$ cat config.mk
export PLATFORM = sky130hd
export DESIGN_NAME = modulo_05
export DESIGN_NICKNAME = d
export VERILOG_FILES = /design/src/rtl/modulo_05_pkg.sv /design/src/rtl/modulo_05_hex_to_7seg.sv /design/src/rtl/modulo_05.sv
export SDC_FILE = /design/constraint.sdc
export NUM_CORES = 1
export LEC_CHECK = 0
export CAP_MARGIN = 30
export CORE_MARGIN = 2
export CORE_UTILIZATION = 28
export CTS_CLUSTER_SIZE = 25
export DETAILED_ROUTE_END_ITERATION = 16
export GPL_ROUTABILITY_DRIVEN = 0
export PLACE_DENSITY = 0.48
export SLEW_MARGIN = 10
export SYNTH_ARGS = -nofsm -noshare
export SYNTH_HDL_FRONTEND = slang
export SYNTH_HIERARCHICAL = 1
export SYNTH_SLANG_ARGS = --single-unit
$ cat constraint.sdc
create_clock -name clk -period 5.6 [get_ports clk]
set_input_delay 1.12 -clock clk [delete_from_list [all_inputs] [get_ports clk]]
set_output_delay 1.12 -clock clk [all_outputs]
set_load 0.05 [all_outputs]
$ cat src/rtl/modulo_05_pkg.sv
// Shared types and constants for the modulo_05 7-segment display stage.
package modulo_05_pkg;

    typedef enum logic {
        BLANK = 1'b0,
        SHOW  = 1'b1
    } disp_state_t;

    typedef enum logic [1:0] {
        ST_OK     = 2'd0,
        ST_SINGLE = 2'd1,
        ST_DOUBLE = 2'd2
    } status_t;

    localparam logic [6:0] SEG_BLANK = 7'b1111111;
    localparam logic [6:0] SEG_E     = 7'b0000110;

    // Status code: a double error outranks any reported position.
    function automatic status_t status_of(input logic dbl, input logic [3:0] pos);
        status_t st;
        if (dbl) begin
            st = ST_DOUBLE;
        end else if (pos != 4'd0) begin
            st = ST_SINGLE;
        end else begin
            st = ST_OK;
        end
        return st;
    endfunction

endpackage

$ cat src/rtl/modulo_05_hex_to_7seg.sv
// Combinational hex-digit font, active-low segments {g,f,e,d,c,b,a}.
module hex_to_7seg
    import modulo_05_pkg::*;
(
    input  logic [3:0] i_value,
    output logic [6:0] o_seg
);

    // Font lookup for the sixteen hex glyphs.
    always_comb begin
        o_seg = SEG_BLANK;
        case (i_value)
            4'h0:    o_seg = 7'b1000000;
            4'h1:    o_seg = 7'b1111001;
            4'h2:    o_seg = 7'b0100100;
            4'h3:    o_seg = 7'b0110000;
            4'h4:    o_seg = 7'b0011001;
            4'h5:    o_seg = 7'b0010010;
            4'h6:    o_seg = 7'b0000010;
            4'h7:    o_seg = 7'b1111000;
            4'h8:    o_seg = 7'b0000000;
            4'h9:    o_seg = 7'b0010000;
            4'hA:    o_seg = 7'b0001000;
            4'hB:    o_seg = 7'b0000011;
            4'hC:    o_seg = 7'b1000110;
            4'hD:    o_seg = 7'b0100001;
            4'hE:    o_seg = 7'b0000110;
            4'hF:    o_seg = 7'b0001110;
            default: o_seg = SEG_BLANK;
        endcase
    end

endmodule

$ cat src/rtl/modulo_05.sv
// Display stage after SECDED correction: captures word, double-error flag and
// error position on load and scans them onto a 4-digit common-anode display
// with a one-cycle blank between digits.
// Optional feature macro: MODULO_05_BLINK_EN (blink display on double error).
module modulo_05
    import modulo_05_pkg::*;
#(
    parameter int REFRESH_DIV = 27000,
    parameter int BLINK_DIV   = 6750000
) (
    input  logic       clk,
    input  logic       rst,
    input  logic       load,
    input  logic [4:0] w_corregida_b4,
    input  logic [3:0] pos_error,
    output logic [3:0] anodo,
    output logic [6:0] segmentos
);

    localparam int CW = (REFRESH_DIV > 2) ? $clog2(REFRESH_DIV) : 1;
    localparam logic [CW-1:0] CNT_LAST = CW'(REFRESH_DIV - 1);

    // Dividers below 2 leave no room for a lit period or a blink phase.
    if ((REFRESH_DIV < 2) || (BLINK_DIV < 2)) begin : g_param_check
        $error("modulo_05: REFRESH_DIV and BLINK_DIV must be at least 2");
    end

    logic [3:0]    r_data;
    logic          r_dbl;
    logic [3:0]    r_pos;
    disp_state_t   r_state;
    logic [CW-1:0] r_cnt;
    logic [1:0]    r_idx;

    disp_state_t   w_state_nxt;
    logic [CW-1:0] w_cnt_nxt;
    logic [1:0]    w_idx_nxt;
    status_t       w_status;
    logic [3:0]    w_hex;
    logic [6:0]    w_font;
    logic [6:0]    w_glyph;
    logic          w_blink_off;

    // Capture registers; reset wins over a simultaneous load.
    always_ff @(posedge clk) begin
        if (rst) begin
            r_data <= 4'd0;
            r_dbl  <= 1'b0;
            r_pos  <= 4'd0;
        end else if (load) begin
            r_data <= w_corregida_b4[3:0];
            r_dbl  <= w_corregida_b4[4];
            r_pos  <= pos_error;
        end else begin
            r_data <= r_data;
            r_dbl  <= r_dbl;
            r_pos  <= r_pos;
        end
    end

    // Scan state, refresh counter and digit index.
    always_ff @(posedge clk) begin
        if (rst) begin
            r_state <= BLANK;
            r_cnt   <= '0;
            r_idx   <= 2'd0;
        end else begin
            r_state <= w_state_nxt;
            r_cnt   <= w_cnt_nxt;
            r_idx   <= w_idx_nxt;
        end
    end

    // Next-state logic: one blank cycle, then REFRESH_DIV lit cycles per digit.
    always_comb begin
        w_state_nxt = r_state;
        w_cnt_nxt   = r_cnt;
        w_idx_nxt   = r_idx;
        case (r_state)
            BLANK: begin
                w_state_nxt = SHOW;
            end
            SHOW: begin
                if (r_cnt == CNT_LAST) begin
                    w_cnt_nxt   = '0;
                    w_idx_nxt   = r_idx + 2'd1;
                    w_state_nxt = BLANK;
                end else begin
                    w_cnt_nxt   = r_cnt + {{(CW-1){1'b0}}, 1'b1};
                end
            end
            default: begin
                w_state_nxt = BLANK;
                w_cnt_nxt   = '0;
                w_idx_nxt   = 2'd0;
            end
        endcase
    end

    // Select the value shown on the active digit.
    always_comb begin
        w_status = status_of(r_dbl, r_pos);
        w_hex    = 4'd0;
        case (r_idx)
            2'd0:    w_hex = r_data;
            2'd1:    w_hex = r_pos;
            2'd2:    w_hex = {2'b00, w_status};
            default: w_hex = 4'd0;
        endcase
    end

    hex_to_7seg u_font (
        .i_value (w_hex),
        .o_seg   (w_font)
    );

    // Leftmost digit is a fixed 'E' marker or blank rather than a hex value.
    always_comb begin
        w_glyph = w_font;
        if (r_idx == 2'd3) begin
            w_glyph = r_dbl ? SEG_E : SEG_BLANK;
        end else begin
            w_glyph = w_font;
        end
    end

`ifdef MODULO_05_BLINK_EN
    localparam int BW = (BLINK_DIV > 2) ? $clog2(BLINK_DIV) : 1;
    localparam logic [BW-1:0] BLINK_LAST = BW'(BLINK_DIV - 1);

    logic [BW-1:0] r_blink_cnt;
    logic          r_blink_off;

    // Free-running blink timebase; phase flips every BLINK_DIV cycles.
    always_ff @(posedge clk) begin
        if (rst) begin
            r_blink_cnt <= '0;
            r_blink_off <= 1'b0;
        end else if (r_blink_cnt == BLINK_LAST) begin
            r_blink_cnt <= '0;
            r_blink_off <= ~r_blink_off;
        end else begin
            r_blink_cnt <= r_blink_cnt + {{(BW-1){1'b0}}, 1'b1};
            r_blink_off <= r_blink_off;
        end
    end

    assign w_blink_off = r_blink_off;
`else
    assign w_blink_off = 1'b0;
`endif

    // Registered display drivers; all digits dark during BLANK.
    always_ff @(posedge clk) begin
        if (rst) begin
            anodo     <= 4'b1111;
            segmentos <= SEG_BLANK;
        end else if (r_state == SHOW) begin
            if (r_dbl && w_blink_off) begin
                anodo <= 4'b1111;
            end else begin
                anodo <= ~(4'b0001 << r_idx);
            end
            segmentos <= w_glyph;
        end else begin
            anodo     <= 4'b1111;
            segmentos <= SEG_BLANK;
        end
    end

endmodule

== Yosys cells after proc, flatten, opt, wreduce, memory -nomap -nowiden ==
Memory sizes are Yosys's and may differ from the RTL's.
Index checks and enable logic that the tools add are counted.

* $add $sub $neg: 2
* Multiply operators: 0
* Div/mod/pow operators: 0
* $lt $le $gt $ge: 0
* Eq/ne operators: 4
* Shift-type cells: 1
* Mux-type cells: 8
* Bitwise operators: 2
* Reduce and logical (&&, ||, !) cells: 4

{| class="wikitable"
|+ Operator list
! kind !! number
|-
| $add 15x1->15 const B || 1
|-
| $eq 15x15->1 const B || 1
|-
| $mux 15 || 1
|-
| $mux 7 || 2
|-
| $pmux 4 s3 || 1
|-
| $eq 2x2->1 const B || 2
|-
| $not 4->4 || 1
|-
| $reduce_bool 4->1 || 1
|-
| $shl 1x2->4 const A || 1
|-
| $add 2x1->2 const B || 1
|-
| $eq 2x1->1 const B || 1
|-
| $logic_not 2->1 || 1
|-
| $mux 1 || 2
|-
| $mux 2 || 1
|-
| $pmux 1 s2 || 1
|-
| $reduce_and 2->1 || 1
|-
| $reduce_or 2->1 || 1
|-
| $not 1->1 || 1
|}

* Bits in registers: 38
* Latch bits: 0
* RAM bits: 0
* ROM bits: 112
* Input bits: 12
* Output and inout bits: 11
* Word-level logic and storage cells: 30
* Memories kept: 1

{| class="wikitable"
|+ Memories
! memory !! words !! width !! read ports !! clocked after Yosys merged registers in !! write ports !! line !! source
|-
| (name not given) || 16 || 7 || 1 || 0 || 0 || modulo_05_hex_to_7seg.sv:12 || <nowiki>case (i_value)</nowiki>
|}

== Longest topological paths before layout ==
An unclocked memory read counts as a cell.

* Depth after elaboration: 6
* Gate-level depth with buffers: 12
* Mapped depth without buffers: 12

== By module ==
The synthesis kept the hierarchy.

{| class="wikitable"
|+ Modules (own cells, without submodules)
! module !! times used !! cells an instance !! area an instance (sq um) !! sequential area each (sq um)
|-
| modulo_05 || 1 || 163 || 1535.2 || 760.7
|-
| hex_to_7seg || 1 || 32 || 275.3 || 0.0
|}

== Least setup slack after synthesis ==
OpenSTA, ideal clock, no wires.

* Path kind: flip-flop to flip-flop
* Start point: register r_idx[0]
* End point: register segmentos[1]
* Library setup time: 0.127 ns
* Data arrival time: 2.312 ns
* Required time: 5.473 ns
* Setup slack: 3.161 ns
* Cell stages (with the launch flop): 12
* Path buffers: 0
* Period minus slack after synthesis: 2.439 ns
* Path through: dfxtp_1 > inv_1 > ha_1 > nor2b_1 > o31ai_1 > a31oi_1 > inv_1 > ha_1 > inv_1 > mux2i_1 > a32o_1 > or3_1

* Longest elaborated chain between the ends: 4
* Elaborated cells between the ends (all ways): 7
* Those cells by class: eq/ne (3); mux (2); reduce/logical (1); memory (1)

{| class="wikitable"
|+ RTL lines
! what !! line !! source
|-
| from (decl) || modulo_05.sv:33 || <nowiki>logic [1:0] r_idx;</nowiki>
|-
| from (signal assigned) || modulo_05.sv:70 || <nowiki>r_idx <= w_idx_nxt;</nowiki>
|-
| $eq 2x2->1 (tied with other cells) || modulo_05.sv:104 || <nowiki>case (r_idx)</nowiki>
|-
| $pmux 4 s3 (*) || modulo_05.sv:104 ||
|-
| via w_hex[0] || modulo_05.sv:39 || <nowiki>logic [3:0] w_hex;</nowiki>
|-
| $mem_v2 16x7 (*) || n/a ||
|-
| via w_font[1] || modulo_05.sv:40 || <nowiki>logic [6:0] w_font;</nowiki>
|-
| $mux 7 (*) || modulo_05.sv:120 || <nowiki>if (r_idx == 2'd3) begin</nowiki>
|-
| to (signal assigned) || modulo_05.sv:164 || <nowiki>segmentos <= w_glyph;</nowiki>
|-
| to (decl) || modulo_05.sv:17 || <nowiki>output logic [6:0] segmentos</nowiki>
|}

Mark *: on every way through the listed nets, which the timed path passes. The rest lies on a longest branch.
A chain may end at the register's enable or synchronous reset.

== Worst setup path in the final report ==
Same ends and word-level chain as after synthesis.

==> summary.txt <==
Run status
  • Status: finished clean

Clock network
  • Maximum clock path buffer count: 2
  • Hold_buf cts: 0
  • CTS tree: built
  • Post-CTS Resized: 0
  • Clock Tree Root: clkbuf_8
  • Clock tree sinks: 38
  • Worst-path clk slew: 0.08 ns
  • CTS buffer count: 5
  • CTS H-tree lvls: 2
  • Setup repair bufs after CTS: 0
  • Worst skew pair latency: between 0.2 and 0.3 ns

Floorplanning
  • CORE AREA: 0.00631 mm²
  • Die W: 84.4 µm
  • Site row count: 29
  • Vert. Die Dim: 84.4 µm
  • I/O pin cnt: 23
  • Initial Utilization: 0.287
  • Die ar.: 0.00713 mm²

Global route
  • Most crowded layer after global routing: met2
  • GR Overflow Total: 0
  • Total track usage: 0.104
  • First-pass GRT wire length: 5.99 mm
  • Met1 Track Usage GR: 0.134
  • Met2 GRT Util: 0.161
  • Initial antenna violation count: 0
  • Largest net degree at the start of global routing: 16
  • Vias in the first global route: 1,296
  • Met3 Usage GRT: 0.0364

Synthesis
  • Synth Flop Type: dfxtp_1
  • Post-synthesis cell type count: 36
  • Most frequent cell after synthesis: dfxtp_1
  • Post-synthesis instance area: ~0.0018 mm²
  • Area leader, netlist: dfxtp_1
  • Avg Cell Area, Syn: 9.28 µm²
  • Synthesized flop and latch total: 38
  • Synth warn: 6
  • Register area share after synthesis: 0.420
  • Async SR Flop Fraction: 0
  • Main area contributors after synthesis: dfxtp_1 (42%), ha_1 (8.3%), mux2i_1 (8.3%)
  • Post-synth EDFFs: 0
  • Most instantiated cells after synthesis: dfxtp_1 (38), nor2_1 (36), mux2i_1 (15)
  • Post-synthesis net count: 219
  • Top-area cell type share of the netlist area: 0.420
  • Mapped Cells: roughly 200

Power and ir drop
  • Worst VDD drop: 90.1 µV
  • Pwr Total: 0.583 mW
  • Static Leak: 0.858 nW
  • Power Density: between 200 and 300 mW/mm²

Layout
  • Final nets: 241
  • Post-route cell area: 0.00219 mm²
  • Ratio of cells with drive above 1 in the final layout: 0.0550
  • Number of diodes: 0
  • Register area: 761 µm²
  • Multi-input combinational cell area: 957 µm²
  • Layout area overhead: 21.1%
  • Layout filler cell count: a little under 700

Setup path
  • CP Max Fanout: 7
  • WP data arrival: 2.91 ns
  • Worst Setup Start Kind: flop
  • Critical-path cell list: inv_1 -> ha_1 -> nor2b_1 -> o31ai_1 -> a31oi_1 -> inv_1 -> ha_1 -> inv_1 -> mux2i_1 -> a32o_1 -> or3_1
  • Critical path capture point type: flop
  • WP buf/inv: 3
  • Largest stage delay, worst path: between 0.4 and 0.5 ns
  • FF-to-FF setup slack: 2.86 ns
  • Worst Path Required: 5.77 ns
  • Crit path max-delay family: compound AO/OA/AOI/OAI gates
  • CP max stage cell: a31oi_1
  • Cell mode on critical path: inv_1
  • CP Class: reg -> reg

STA
  • RSZ-0062 raised after global routing: no
  • Min Clock Period, post-route: between 2 and 3 ns
  • Worst Max-Slew Pin Slew: 0.888 ns
  • Worst relative slew slack: 0.406
  • # setup viols final: 0
  • Part of the cycle the worst path needs: 0.489
  • Fin Setup TNS: 0 ns
  • Final-report hold violation count: 0
  • Hold_ws: 0.503 ns
  • Final Slew Violations: 0
  • Max Fclk: ~360 MHz
  • Fin worst setup slack: 2.86 ns
  • Setup Skew: 0.00894 ns

Placement
  • Buffers on Ports: 22
  • Area post-placement: 0.00208 mm²
  • HPWL Detailed: 2.45 mm
  • Pre-CTS setup slack: ~2.9 ns

Route
  • Antenna viol nets, final: 0
  • Pre-antenna DRT Iters: 4
  • Total Wirelength: roughly 3.4 mm
  • Drt drc: 0
  • Via Count: roughly 1,300
  • Vias per inst: between 4 and 5
  • WL per Instance: 11.4 µm
  • Starting DRC count in detailed routing: 21

Job
  • Max cap viols: 0

Worst hold path
  • Min-Delay Path Class: reg -> reg
[stage by stage]
step | std cells | util
2_1_floorplan | 195 | -
3_3_place_gp | 287 | 0.330
3_5_place_dp | 287 | 0.330
4_1_cts | 295 | 0.347
5_1_grt | 295 | 0.347
6_report | 295 | 0.347
[worst min-delay path, stage by stage (launching register included)]
cell and delay (ns):
dfxtp_1 0.33, mux2i_1 0.07, nor2_1 0.07
[logic make-up (layout without fill, tap and decap cells)]
logic type / after synthesis / after routing / synth area share
flip-flops: 38 / 38 / 0.420
AO/OA/AOI/OAI: 18 / 18 / 0.0643
buffers and inverters: 20 / 43 / 0.0511
adder cells (fa/ha/maj): 12 / 12 / 0.0829
multiplexers: 17 / 17 / 0.104
AND/OR/NAND/NOR: 75 / 75 / 0.205
XOR/XNOR: 15 / 15 / 0.0726
[area by class of cell]
cell class | count | share of cell area
Sequential cell | 38 | 0.347
Timing Repair Buffer | 22 | 0.100
Tap cell | 77 | 0.0439
Inverter | 13 | 0.0223
Multi-Input combinational cell | 137 | 0.437
Clock inverter | 3 | 0.0183
Clock buffer | 5 | 0.0314
[power breakdown]
group	leakage [nW]	switching (mW)	internal, mW
registers	0.311	0.00605	0.280
clock network	0.0579	0.0976	0.131
logic	0.489	0.0379	0.0305
total	0.858	0.142	0.441
[cells in the final DEF (no fill, tap or decap), types with 4 or more instances in the layout]
master / instances
clkdlybuf4s50_1: 22
inv_1: 13
mux2i_1: 15
nor2_1: 36
xnor2_1: 10
clkbuf_8: 5
nand4_1: 5
nor4_1: 4
o21ai_0: 8
nand2_1: 13
ha_1: 12
dfxtp_1: 38
xor2_1: 5
[flip-flops by register name, indices dropped and copies added (netlist names)]
register   cells
anodo          4
r_cnt         15
r_data         4
r_dbl          1
r_idx          2
r_pos          4
r_state        1
segmentos      7
[routing by layer]
metal  vias to the layer above  wire [µm]
met5                         -          0
met1                       592       1780
met3                         4        151
met4                         0         54
li1                        708          -
met2                        26       1390
[worst paths after layout]
check / cells after the start / start / endpoint
max: 11 / r_idx[0] / segmentos[1]
min: 2 / r_pos[0] / r_pos[0]
max reg2reg: 11 / r_idx[0] / segmentos[1]
min reg2reg: 2 / r_pos[0] / r_pos[0]
Power figures use the tool's default switching activity.
